--- src/rtl/cond_branch_seq.sv ---
// Conditional-branch instruction sequencer: advances the PC, resolves branches,
// stalls for a fixed flush window after a taken branch, and halts on request.
module cond_branch_seq #(
  parameter int    UUID         = 0,
  parameter string NAME         = "",
  parameter int    PC_STEP      = 4,
  parameter int    FLUSH_CYCLES = 2
) (
  input  logic       clk,
  input  logic       rst,
  input  logic       in_valid,
  output logic       in_ready,
  input  logic       is_branch,
  input  logic [7:0] cond,
  input  logic [7:0] value,
  input  logic [7:0] target,
  input  logic       halt_req,
  output logic [7:0] pc,
  output logic       taken,
  output logic       flush,
  output logic       halted
);

  typedef enum logic [1:0] {
    ST_RUN   = 2'd0,
    ST_FLUSH = 2'd1,
    ST_HALT  = 2'd2
  } state_e;

  localparam logic [7:0] STEP   = 8'(PC_STEP);
  localparam logic [3:0] FLUSHN = 4'(FLUSH_CYCLES);

  state_e     r_state, w_state_nxt;
  logic [7:0] r_pc, w_pc_nxt;
  logic       r_taken, w_taken_nxt;
  logic [3:0] r_cnt, w_cnt_nxt;
  logic       r_halt_pend, w_halt_pend_nxt;

  logic w_cond_true;
  logic w_accept;
  logic w_halt;
  logic w_zero;
  logic w_neg;

  // Identification parameters and the upper condition bits carry no function.
  logic w_unused;
  assign w_unused = (^cond[7:3]) ^ (UUID != 0) ^ (NAME == "");

  assign w_zero = (value == 8'd0);
  assign w_neg  = value[7];

  // NOTE: every signal driven in always_comb gets a default first, so no path
  // leaves it unassigned and no latch is inferred.
  always_comb begin
    w_cond_true = 1'b0;
    unique case (cond[2:0])
      3'd0: w_cond_true = 1'b0;
      3'd1: w_cond_true = w_zero;
      3'd2: w_cond_true = w_neg;
      3'd3: w_cond_true = w_zero | w_neg;
      3'd4: w_cond_true = 1'b1;
      3'd5: w_cond_true = ~w_zero;
      3'd6: w_cond_true = ~w_neg;
      3'd7: w_cond_true = ~w_zero & ~w_neg;
      default: w_cond_true = 1'b0;
    endcase
  end

  assign in_ready = (r_state == ST_RUN);
  assign w_accept = in_valid & in_ready;
  // A request arriving this cycle counts as pending immediately.
  assign w_halt   = r_halt_pend | halt_req;

  always_comb begin
    w_state_nxt     = r_state;
    w_pc_nxt        = r_pc;
    w_taken_nxt     = 1'b0;
    w_cnt_nxt       = r_cnt;
    w_halt_pend_nxt = r_halt_pend;
    unique case (r_state)
      ST_RUN: begin
        w_halt_pend_nxt = w_halt;
        if (w_accept) begin
          if (is_branch && w_cond_true) begin
            w_pc_nxt    = target;
            w_taken_nxt = 1'b1;
            w_cnt_nxt   = FLUSHN;
            w_state_nxt = ST_FLUSH;
          end else begin
            w_pc_nxt = r_pc + STEP;
            if (w_halt) w_state_nxt = ST_HALT;
          end
        end else if (w_halt) begin
          w_state_nxt = ST_HALT;
        end
      end
      ST_FLUSH: begin
        w_halt_pend_nxt = w_halt;
        if (r_cnt <= 4'd1) begin
          w_cnt_nxt   = 4'd0;
          w_state_nxt = w_halt ? ST_HALT : ST_RUN;
        end else begin
          w_cnt_nxt = r_cnt - 4'd1;
        end
      end
      ST_HALT: begin
        w_state_nxt = ST_HALT;
      end
      default: begin
        w_state_nxt = ST_RUN;
      end
    endcase
  end

  // NOTE: sequential state uses non-blocking assignments so every register
  // samples the pre-edge values regardless of statement order.
  always_ff @(posedge clk or negedge rst) begin
    if (!rst) begin
      r_state     <= ST_RUN;
      r_pc        <= 8'd0;
      r_taken     <= 1'b0;
      r_cnt       <= 4'd0;
      r_halt_pend <= 1'b0;
    end else begin
      r_state     <= w_state_nxt;
      r_pc        <= w_pc_nxt;
      r_taken     <= w_taken_nxt;
      r_cnt       <= w_cnt_nxt;
      r_halt_pend <= w_halt_pend_nxt;
    end
  end

  assign pc     = r_pc;
  assign taken  = r_taken;
  assign flush  = (r_state == ST_FLUSH);
  assign halted = (r_state == ST_HALT);

endmodule

--- config.mk ---
export PLATFORM = sky130hd
export DESIGN_NAME = cond_branch_seq
export DESIGN_NICKNAME = d
export VERILOG_FILES = /design/src/rtl/cond_branch_seq.sv
export SDC_FILE = /design/constraint.sdc
export NUM_CORES = 1
export LEC_CHECK = 0
export ABC_CLOCK_PERIOD_IN_PS = 1500
export BUFFER_PORTS_ARGS = -buffer_cell sky130_fd_sc_hd__buf_2
export CORE_UTILIZATION = 40
export DETAILED_ROUTE_END_ITERATION = 6
export MAX_ROUTING_LAYER = met4
export PLACE_DENSITY = 0.7
export SLEW_MARGIN = 25
export SYNTH_ARGS = -nofsm -noshare
export SYNTH_HDL_FRONTEND = slang
export SYNTH_SLANG_ARGS = --single-unit
--- constraint.sdc ---
create_clock -name clk -period 1.5 [get_ports clk]
set_clock_uncertainty 0.05 [all_clocks]
set_input_delay 0 -clock clk [delete_from_list [all_inputs] [get_ports clk]]
set_output_delay 0 -clock clk [all_outputs]
set_load 0.005 [all_outputs]
; ---- Word-level counts from Yosys, hierarchy flattened
; Index checks and enable logic that the tools add are counted.
[word_totals]
reg_bits = 16
in_bits = 29
[classes]
add_sub_neg = 2
order_cmp = 1
n_eq_ne = 12
n_mux = 15
bitwise = 6
reduce_logical = 8
[op_table]
columns = op, count
row1 = $eq A3 B3 Y1 const B, 4
row2 = $mux W4, 3
row3 = $mux W2, 5
row4 = $add A8 B3 Y8 const B, 1
row5 = $logic_not A8 Y1, 1
row6 = $mux W8, 1
row7 = $pmux W1 S8, 1
row8 = $pmux W4 S2, 1
row9 = $eq A3 B2 Y1 const B, 2
row10 = $ne A2 B1 Y1 const B, 3
row11 = $pmux W2 S3, 1
row12 = $le A4 B1 Y1 const B, 1
row13 = $sub A4 B1 Y4 const B, 1
row14 = $eq A3 B1 Y1 const B, 1
row15 = $logic_not A3 Y1, 1
row16 = $mux W1, 3
row17 = $reduce_and A3 Y1, 1
row18 = $and A1 B1 Y1, 2
row19 = $eq A2 B1 Y1 const B, 1
row20 = $eq A2 B2 Y1 const B, 1
row21 = $logic_not A2 Y1, 1
row22 = $not A1 Y1, 2
row23 = $or A1 B1 Y1, 2
row24 = $reduce_and A2 Y1, 1
row25 = other kinds (3), 3

; ---- Logic depth before layout (Yosys ltp)
[logic_depth]
word_depth = 8
mapped_depth = 7
mapped_depth_nobuf = 7

; ---- Least setup slack after synthesis
; No wires, ideal clock.
[synth_path]
kind = register -> register
start = register r_cnt[0]
end = register r_cnt[3]
setup_time_ns = 0.129
t_arrival_ns = 1.353
required_time_ns = 1.321
setup_slack_ns = -0.032
path_stages_with_launch = 8
n_path_buf = 0
period_less_slack_ns = 1.532
cell_sequence = dfrtp_1 inv_1 ha_1 nor2_1 o31ai_1 nor3_1 a31oi_1 o21ai_0
[synth_between]
elab_chain_len = 3
word_cells_on_any_way = 4
[synth_rtl]
columns = element, line
row1 = "start, declared", 36  ; logic [3:0] r_cnt, w_cnt_nxt;
row2 = "start signal, assigned", 128  ; r_cnt <= w_cnt_nxt;
row3 = $sub A4 B1 Y4 / $le A4 B1 Y1 (equally long branches), "103, 99"
row4 = $mux W4 (*), 99  ; if (r_cnt <= 4'd1) begin
row5 = $pmux W4 S2 (*), 80  ; unique case (r_state)
; Mark *: on every way between the ends. The rest lies on a longest branch, timed or not.
; A chain may end at the register's enable or synchronous reset.

; ---- Worst setup path after layout
[layout_path]
start = register r_cnt[0]
end = register r_cnt[2]
; Same word-level chain as after synthesis.

==> results.tsv <==
metric	value	unit
synth_top_family_by_area	simple AND/OR/NAND/NOR gates	
stdcell_area	0.00136	mm^2
rows	16	
maxSlewHeadroom	74.7	%
dpl_cell_area	0.00119	mm^2
clock_sinks	16	
yosys.area_share.simple	20.3	%
drt_iter0_markers	24	
synth_fa_ha_area_share	4.18	%
start_util	44.0	%
total_power	794	uW
finalNetCount	184	
max_freq	672	MHz
hold_viol	0	
worstSetupPathType	reg -> reg	
coreArea	0.00204	mm^2
die_h	49.4	um
syn_avg_cell_area	9.66	um^2
synthCells	93	
clk_latency	0.28	ns
viasPerCell	5.21	
synth_cell_types	29	
place_congestion	0.834	
grt_pass1_wl	3860	um
antenna_found_initial	0	
hpwl	1600	um
cts_root_buffer	clkbuf_4	
mostFrequentLayoutCells	buf_2 (35), dfrtp_1 (15), buf_4 (11)	
cp-end-kind	register	
path_max_fanout	3	
grt_max_degree	17	
dieArea	0.00244	mm^2
nFillCells	177	
synth_seq_cells	16	
drv_cap	0	
power_density	582	mW/mm^2
grt_pass1_vias	909	
htree_num_levels	1	
start_kind	register	
yosysSeqAreaShare	44.6	%
synth_compound_area_share	15.9	%
synthTopCellsByArea	dfrtp_1 (45%), mux2i_1 (6.7%), ha_1 (4.2%), inv_1 (4.2%), o21ai_0 (3.9%)	
timing.final.crit_share	99.3	%
min_period	1.49	ns
ioPinCount	41	
ant_nets	0	
die_w	49.4	um
p_leak	0.000689	uW
vias	922	
numCtsBuffers	3	
syn2layout_area_growth	51.8	%
rsz0062_at_grt	true	
dr.pass1.iters	5	
setup_viol	0	
avgRoutedWirePerCell	12.9	um
synth_warnings	0	
yosysTopAreaCell	dfrtp_1	
portBuffers	35	
path_clk_slew	0.09	ns
synth_top_area_share	44.6	%
syn_nets	125	
syn_area	898	um^2
peakVddDrop	0.527	mV
fin_util	66.8	%
final_common_cell	buf_2	
cts_tree	done	
cts_buffer_depth	2	
drc	0	
synthMuxAreaShare	9.19	%
antenna_cells	0	
drt-total-wl	2290	um
tightestPinTransition	0.380	ns
multi_input_area	500	um^2
synth_xor_area_share	0	%
gr-total-overflow	0	
crit_required	1.60	ns
hp-class	in -> reg	
maxSlewViolCount	0	
grt_usage	21.5	%
tns	0	ns
area.sequential	402	um^2
drive_gt1_share	43.3	%
status	finished clean	
crit_arrival	1.59	ns
-- layer usage --
| layer | vias up | track usage [%] | wire [um] |
|---|---|---|---|
| li1 | 444 | - | - |
| met1 | 433 | 21.2 | 874 |
| met2 | 43 | 41.1 | 1250 |
| met3 | 2 | 5.61 | 151 |
| met4 | 0 | 5.71 | 12 |
| met5 | - | - | 0 |
-- cells in the mapped netlist --
library cell	number
dfrtp_1	16
inv_1	10
nor2_1	9
nand2_1	8
o21ai_0	7
mux2i_1	6
a22oi_1	4
nor2b_1	4
and3_1	3
ha_1	3
a31o_2	2
mux2_2	2
nor3_1	2
o31ai_1	2
a211oi_1	1
a21o_1	1
a21oi_1	1
a311o_1	1
a31oi_1	1
and2_1	1
buf_6	1
clkbuf_1	1
nand3_1	1
nand4_1	1
nand4b_1	1
nor4_1	1
nor4_4	1
o221ai_1	1
or3b_4	1
-- logic make-up after synthesis --
family / after synthesis
AO/OA/AOI/OAI: 21
AND/OR/NAND/NOR: 33
multiplexers: 8
flip-flops: 16
adder cells (fa/ha/maj): 3
buffers and inverters: 12
-- worst paths after layout --
kind	from	to	slack, ns	depth (start not counted)
hold reg to reg	r_halt_pend$_DFFE_PN0P_	r_halt_pend$_DFFE_PN0P_	0.42	1
setup reg to reg	r_cnt[0]$_DFFE_PN0P_	r_cnt[2]$_DFFE_PN0P_	0.01	7
setup / recovery	r_cnt[0]$_DFFE_PN0P_	r_cnt[2]$_DFFE_PN0P_	0.01	7
hold / removal	in_valid	r_cnt[3]$_DFFE_PN0P_	0.03	3
max in group asynchronous	rst	r_cnt[0]$_DFFE_PN0P_	1.00	2
min in group asynchronous	rst	r_halt_pend$_DFFE_PN0P_	0.10	2
-- power by group --
group,internal (uW),switching (uW),total [uW]
Clock,93.2,132,226
Combinational,74.9,55.3,130
Sequential,435,3.28,438
Total,603,191,794
-- sequential cells by signal, summed over array words and instances, names as in the netlist --
| register | flops |
|---|---|
| pc | 8 |
| r_cnt | 4 |
| r_halt_pend | 1 |
| r_state | 2 |
| taken | 1 |
-- through the flow --
| stage | setup WS (ns) | hold slack (ns) | instances |
|---|---|---|---|
| floorplan | 0.0604 | -0.346 | 93 |
| global placement | -0.0586 | -0.119 | 164 |
| detailed placement | -0.116 | -0.108 | 164 |
| CTS | 0.0300 | 0.0265 | 176 |
| global route | -0.0364 | 0.0481 | 177 |
| finish | 0.0110 | 0.0343 | 177 |
-- timing repair --
| item | 4_1_cts | 5_1_grt |
|---|---|---|
| gates resized for setup | 0 | 13 |
| hold buffers | 9 | 0 |
| endpoints found under the hold margin | 24 | 0 |
| endpoints found under the setup margin | 0 | 3 |
| setup buffers | 0 | 2 |
-- critical path, stage by stage, from the launching register on --
cell and delay [ns]:
dfrtp_2 0.42, inv_2 0.06, ha_4 0.17, buf_4 0.12, buf_4 0.12, and3_1 0.13, o21ai_0 0.16, o21ai_0 0.13
-- layout make-up --
cell class,count,share of cell area [%]
timing repair buffer,56,27.0
sequential,16,29.4
inverter,10,2.75
tap,27,2.48
multi-input combinational,65,36.7
clock buffer,3,1.65
(Power assumes the default switching activity.)
